[config.mk]
export PLATFORM = sky130hd
export DESIGN_NAME = uart_write
export DESIGN_NICKNAME = d
export VERILOG_FILES = /design/src/rtl/uart_pkg.sv /design/src/rtl/uart_baud_tick.sv /design/src/rtl/uart_write.sv
export SDC_FILE = /design/constraint.sdc
export NUM_CORES = 1
export LEC_CHECK = 0
export CAP_MARGIN = 20
export CORE_MARGIN = 4
export CORE_UTILIZATION = 50
export DETAILED_ROUTE_END_ITERATION = 8
export GPL_ROUTABILITY_DRIVEN = 1
export PLACE_DENSITY = 0.8
export SYNTH_ARGS = -nofsm -noshare
export SYNTH_HDL_FRONTEND = slang
export SYNTH_SLANG_ARGS = --single-unit
[constraint.sdc]
create_clock -name m_clock -period 5.5 [get_ports m_clock]
set_input_delay 1.1 -clock m_clock [delete_from_list [all_inputs] [get_ports m_clock]]
set_output_delay 1.1 -clock m_clock [all_outputs]
set_load 0.005 [all_outputs]
[src/rtl/uart_pkg.sv]
// Shared UART definitions: FSM state encoding, data-length codes and parity helper.
// Used by both the transmit path and the receive path so their frame formats always agree.
package uart_pkg;

    localparam int unsigned CLK_DIV_DEFAULT = 16;
    localparam int unsigned DIV_WIDTH       = 16;

    typedef enum logic [2:0] {
        ST_IDLE,
        ST_START,
        ST_DATA,
        ST_PARITY,
        ST_STOP
    } uart_state_t;

    typedef enum logic [1:0] {
        LEN_5 = 2'b00,
        LEN_6 = 2'b01,
        LEN_7 = 2'b10,
        LEN_8 = 2'b11
    } bit_len_t;

    typedef struct packed {
        logic [7:0] data;
        bit_len_t   len;
        logic       parity_en;
        logic       odd;
    } frame_cfg_t;

    function automatic logic [3:0] len_of(input bit_len_t code);
        logic [3:0] n;
        case (code)
            LEN_5:   n = 4'd5;
            LEN_6:   n = 4'd6;
            LEN_7:   n = 4'd7;
            default: n = 4'd8;
        endcase
        return n;
    endfunction

    // Only the low n data bits take part; odd=1 makes the total count of ones odd.
    function automatic logic parity_of(input logic [7:0] data, input logic [3:0] n, input logic odd);
        logic p;
        p = odd;
        for (int i = 0; i < 8; i++) begin
            if (4'(i) < n) begin
                p = p ^ data[i];
            end
        end
        return p;
    endfunction

endpackage

[src/rtl/uart_baud_tick.sv]
// Bit-period divider: counts 0..DIV-1 while enabled and pulses tick on the terminal count.
module uart_baud_tick import uart_pkg::*; #(
    parameter int unsigned DIV = CLK_DIV_DEFAULT
) (
    input  logic m_clock,
    input  logic p_reset,
    input  logic clear,
    input  logic enable,
    output logic tick
);

    localparam logic [DIV_WIDTH-1:0] TERMINAL = DIV_WIDTH'(DIV - 1);

    logic [DIV_WIDTH-1:0] count;

    assign tick = enable && (count == TERMINAL);

    always_ff @(posedge m_clock or negedge p_reset) begin
        if (!p_reset) begin
            count <= '0;
        end else if (clear || tick) begin
            count <= '0;
        end else if (enable) begin
            count <= count + 1'b1;
        end
    end

endmodule

[src/rtl/uart_write.sv]
// UART transmitter: one byte per accepted request, framed as start, 5..8 data bits
// LSB-first, optional parity and STOP_BITS stop bits, each bit lasting CLK_DIV clocks.
module uart_write import uart_pkg::*; #(
    parameter int unsigned CLK_DIV   = CLK_DIV_DEFAULT,
    parameter int unsigned STOP_BITS = 1
) (
    input  logic       m_clock,
    input  logic       p_reset,
    input  logic [7:0] Tx_Data_i,
    input  logic       Tx_Start_i,
    input  logic [1:0] Tx_BitLength_i,
    input  logic       Tx_ParityEN_i,
    input  logic       Tx_OddParity_i,
    input  logic       Tx_Enable_i,
    output logic       TxD_o,
    output logic       Tx_Ready_o,
    output logic       Tx_Done_o,
    output logic       Tx_ShiftClock_o
);

    uart_state_t state;
    uart_state_t state_next;
    frame_cfg_t  shadow;
    logic [2:0]  bit_idx;
    logic [2:0]  bit_idx_next;
    logic        stop_idx;
    logic        stop_idx_next;
    logic        accept;
    logic        busy;
    logic        bit_tick;
    logic        last_data;
    logic        last_stop;
    logic [3:0]  data_len;

    assign busy      = (state != ST_IDLE);
    assign accept    = (state == ST_IDLE) && Tx_Start_i && Tx_Enable_i;
    assign data_len  = len_of(shadow.len);
    assign last_data = ({1'b0, bit_idx} == (data_len - 4'd1));
    assign last_stop = (STOP_BITS < 2) || stop_idx;

    // Held cleared while idle so every frame starts with a full-length start bit.
    uart_baud_tick #(
        .DIV(CLK_DIV)
    ) u_baud_tick (
        .m_clock(m_clock),
        .p_reset(p_reset),
        .clear  (!busy),
        .enable (busy),
        .tick   (bit_tick)
    );

    always_ff @(posedge m_clock or negedge p_reset) begin
        if (!p_reset) begin
            state    <= ST_IDLE;
            bit_idx  <= 3'd0;
            stop_idx <= 1'b0;
            shadow   <= '{data: 8'h00, len: LEN_8, parity_en: 1'b0, odd: 1'b0};
        end else begin
            state    <= state_next;
            bit_idx  <= bit_idx_next;
            stop_idx <= stop_idx_next;
            if (accept) begin
                shadow <= '{data:      Tx_Data_i,
                            len:       bit_len_t'(Tx_BitLength_i),
                            parity_en: Tx_ParityEN_i,
                            odd:       Tx_OddParity_i};
            end
        end
    end

    always_comb begin
        state_next      = state;
        bit_idx_next    = bit_idx;
        stop_idx_next   = stop_idx;
        TxD_o           = 1'b1;
        Tx_Ready_o      = 1'b0;
        Tx_Done_o       = 1'b0;
        Tx_ShiftClock_o = busy && bit_tick;

        case (state)
            ST_IDLE: begin
                Tx_Ready_o    = 1'b1;
                bit_idx_next  = 3'd0;
                stop_idx_next = 1'b0;
                if (accept) begin
                    state_next = ST_START;
                end
            end

            ST_START: begin
                TxD_o = 1'b0;
                if (bit_tick) begin
                    state_next = ST_DATA;
                end
            end

            ST_DATA: begin
                TxD_o = shadow.data[bit_idx];
                if (bit_tick) begin
                    if (last_data) begin
                        bit_idx_next = 3'd0;
                        state_next   = shadow.parity_en ? ST_PARITY : ST_STOP;
                    end else begin
                        bit_idx_next = bit_idx + 3'd1;
                    end
                end
            end

            ST_PARITY: begin
                TxD_o = parity_of(shadow.data, data_len, shadow.odd);
                if (bit_tick) begin
                    state_next = ST_STOP;
                end
            end

            ST_STOP: begin
                TxD_o = 1'b1;
                if (bit_tick) begin
                    if (last_stop) begin
                        state_next = ST_IDLE;
                        Tx_Done_o  = 1'b1;
                    end else begin
                        stop_idx_next = 1'b1;
                    end
                end
            end

            default: begin
                state_next = ST_IDLE;
            end
        endcase
    end

endmodule
==> key figures, run 1 <==
GRT
  • Largest net degree at the start of global routing: 35
  • GRT overflow: 0
  • GRT Overall Usage: 0.1786
  • Vias in the first global route: 1315
  • First-pass GRT wire length: 6099 um
  • Initial antenna violation count: 0

Layout
  • Nets: 206
  • Area delta synth->final: 16.60%
  • End-of-flow core utilization: 0.6180
  • Finished Layout Cells: 235
  • Design area: 2127 um^2
  • Filler cells: 293
  • Diodes inserted: 0
  • Layout cells sized above 1: 0.1587

Power and ir drop
  • PwrDens: 214.5 nW/um^2
  • LEAKAGE: 0.9353 nW
  • Peak VDD IR: 0.1403 mV

Floorplan
  • Chip Height: 68.40 um
  • Site Rows: 21
  • Die W: 68.40 um
  • IO Count: 20
  • Core area: 3442 um^2
  • DIE AREA: 4679 um^2
  • Initial Util: 0.5300

Critical path
  • Worst-path maximum fanout: 5
  • Slowest CP cell: mux4_1
  • Worst setup path class: flip-flop to primary output
  • Critical-path cell list: mux4_1, mux2_2, nor3_2, a311oi_1, clkdlybuf4s50_1
  • Crit. End Element: primary output
  • Startpoint Class: flip-flop
  • CP Data Required Time: 4.40 ns
  • Crit path largest cell delay: 0.58 ns
  • Crit path DAT: 2.29 ns

Run
  • # Max-Cap Violations: 0

Clock tree
  • Root buffer cell: clkbuf_8
  • H-tree levels: 2
  • Total CTS buffers: 5
  • Clk slew on worst S/H paths: 0.07 ns
  • Setup Fix Bufs, Post-CTS: 0
  • CTS tree: built
  • Clk sink count: 34
  • Hold-fix buffers at CTS: 0
  • Max Root-Sink Buffers: 2
  • Resize count post-CTS: 0
  • Clk Latency, worst-skew pair: 0.29 ns

Timing
  • Relative slew slack: 0.5302
  • Final setup TNS: 0 ns
  • Crit share post-route: 0.6159
  • Fin Clk Skew: 0.006213 ns
  • Slew Limit Fails: 0
  • Slew @ Worst Pin: 0.7047 ns
  • Final worst setup slack: 2.113 ns
  • Max Clock Freq: 0.2952 GHz
  • Min Tclk post-route: 3.387 ns
  • Final-report setup violation count: 0
  • Endpoints failing hold: 0
  • RSZ-0062 raised after global routing: no

Yosys
  • Fraction of registers with async set/reset: 1.000
  • Top cells by area, synth: dfrtp_1 (44%), xnor2_1 (7.7%), mux2_4 (6.6%), nor2_1 (4.9%), xor2_1 (3.8%)
  • Area leader, netlist: dfrtp_1
  • Yosys reg bits: 34
  • Cell Area, Synth: 1824 um^2
  • Yosys warning total: 0
  • Ys flop type: dfrtp_1
  • Syn_area_per_cell: 11.06 um^2
  • EDFF count, synth: 0
  • Post-Synthesis Cells: 165
  • Synth unique cells: 34
  • Syn Nets: 183
  • Post-synthesis sequential area ratio: 0.4678
  • Yosys top cell area share: 0.4390

Route
  • Drt initial violations: 99
  • Drt drc: 0
  • Post-DR vias/cell: 5.434
  • WL/cell: 14.98 um
  • Drt first pass iters: 4
  • Final ANT Viol Nets: 0
  • Vias: 1277
  • Final WL: 3521 um

Placed design
  • PortBufs: 19
  • Detail Placement HPWL: 2591 um
  • Dpl cells: 227
  • Pre-CTS WS: 2.406 ns
  • Placed Area: 2036 um^2
  • Placer congestion estimate: 0.8209

Worst hold path
  • Min-Delay Path Class: flip-flop to flip-flop

Run status
  • Status: completed
[synth_stat cells (2+ instances only)]
cell type / number
a21oi_1: 2
and3_1: 5
and4_1: 2
buf_6: 2
dfrtp_1: 32
dfstp_2: 2
ha_1: 2
inv_1: 3
mux2_2: 4
mux2_4: 8
mux4_1: 2
nand2_1: 13
nand3_1: 9
nand4_1: 6
nor2_1: 24
nor3_2: 2
nor4_2: 3
o21ai_0: 3
o21ai_1: 4
xnor2_1: 16
xor2_1: 8
[area by class of cell]
| class | count | area [um^2] | share of cell area |
|---|---|---|---|
| Multi-Input combinational cell | 124 | 915.9 | 0.4306 |
| Clock inverter | 1 | 5.005 | 0.002353 |
| Inverter | 3 | 11.26 | 0.005294 |
| Sequential cell | 34 | 853.3 | 0.4012 |
| Tap cell | 46 | 57.56 | 0.02706 |
| Clock buffer | 7 | 86.33 | 0.04059 |
| Timing Repair Buffer | 20 | 197.7 | 0.09294 |
[worst max-delay path: cells and delay by family, from the launching register on]
| kind | cells | cell delay (ns) |
|---|---|---|
| flip-flops | 1 | 0.45 |
| buffers and inverters | 1 | 0.46 |
| AND/OR/NAND/NOR | 1 | 0.15 |
| multiplexers | 2 | 0.87 |
| AO/OA/AOI/OAI | 1 | 0.07 |
[kinds of logic (layout without fill, tap and decap cells)]
logic type               count (synthesis)  count (layout)  synth area share
AND/OR/NAND/NOR                         71              71            0.2120
flip-flops                              34              34            0.4678
XOR/XNOR                                24              24            0.1152
multiplexers                            14              14            0.1193
AO/OA/AOI/OAI                           13              13           0.04184
buffers and inverters                    7              31           0.03018
adder cells (fa/ha/maj)                  2               2           0.01372
[layout by cell type, fill, tap and decap left out, types with 5 or more instances in the layout]
master,Yosys,routed
nand3_1,9,9
and3_1,5,5
nand2_1,13,13
mux2_4,8,8
clkbuf_8,1,6
clkdlybuf4s50_1,0,19
dfrtp_1,32,32
xor2_1,8,8
xnor2_1,16,16
nor2_1,24,24
nand4_1,6,6
[path summary, 6_finish.rpt]
path	startpoint	end	slack, ns	cells after the start
setup / recovery	bit_idx[1]	TxD_o	2.11	5
hold / removal	u_baud_tick.count[0]	u_baud_tick.count[0]	0.52	1
setup reg to reg	state[2]	shadow[4]	3.52	3
hold reg to reg	u_baud_tick.count[0]	u_baud_tick.count[0]	0.52	1
max in group asynchronous	p_reset	shadow[2]	3.93	2
min in group asynchronous	p_reset	shadow[6]	1.23	2
[metal layers]
layer | global-route usage | up-vias | wire length [um]
met2 | 0.2896 | 22 | 1712
met5 | 0 | - | 0
li1 | - | 620 | -
met3 | 0.06076 | 7 | 134
met4 | 0.07196 | 0 | 60
met1 | 0.2161 | 628 | 1613
[stage by stage]
| stage | total power [mW] | hold WS, ns |
|---|---|---|
| 2_1_floorplan | 0.2550 | 0.4696 |
| 3_3_place_gp | 0.2707 | 0.4985 |
| 3_5_place_dp | 0.2713 | 0.5046 |
| 4_1_cts | 0.4629 | 0.5164 |
| 5_1_grt | 0.4758 | 0.5460 |
| 6_report | 0.4562 | 0.5157 |
[power by group]
| part | leakage (nW) | total, mW | internal (mW) | switching (mW) |
|---|---|---|---|---|
| registers | 0.448 | 0.250 | 0.250 | 0 |
| clock network | 0.0482 | 0.190 | 0.101 | 0.0890 |
| logic | 0.439 | 0.0162 | 0.00985 | 0.00632 |
[flip-flops by register name, indices dropped and copies added (netlist names)]
name,cells
state,3
shadow,12
bit_idx,3
u_baud_tick.count,16
No activity file was read; power rests on OpenSTA's default activity.
==> run 2: changes to the inputs <==
clock period = 3.5 ns   (was 5.5 ns; I/O delays follow)
==> results of run 2 <==
The final DEF is identical to that of run 1. Status: completed.
Among the figures that moved: setup slack after placement 2.406 ns -> 0.8056 ns; setup slack after layout 2.113 ns -> 0.5127 ns; register-to-register setup slack 3.52 ns -> 1.52 ns; total power 0.4562 mW -> 0.7169 mW; worst IR drop on VDD 0.1403 mV -> 0.2205 mV
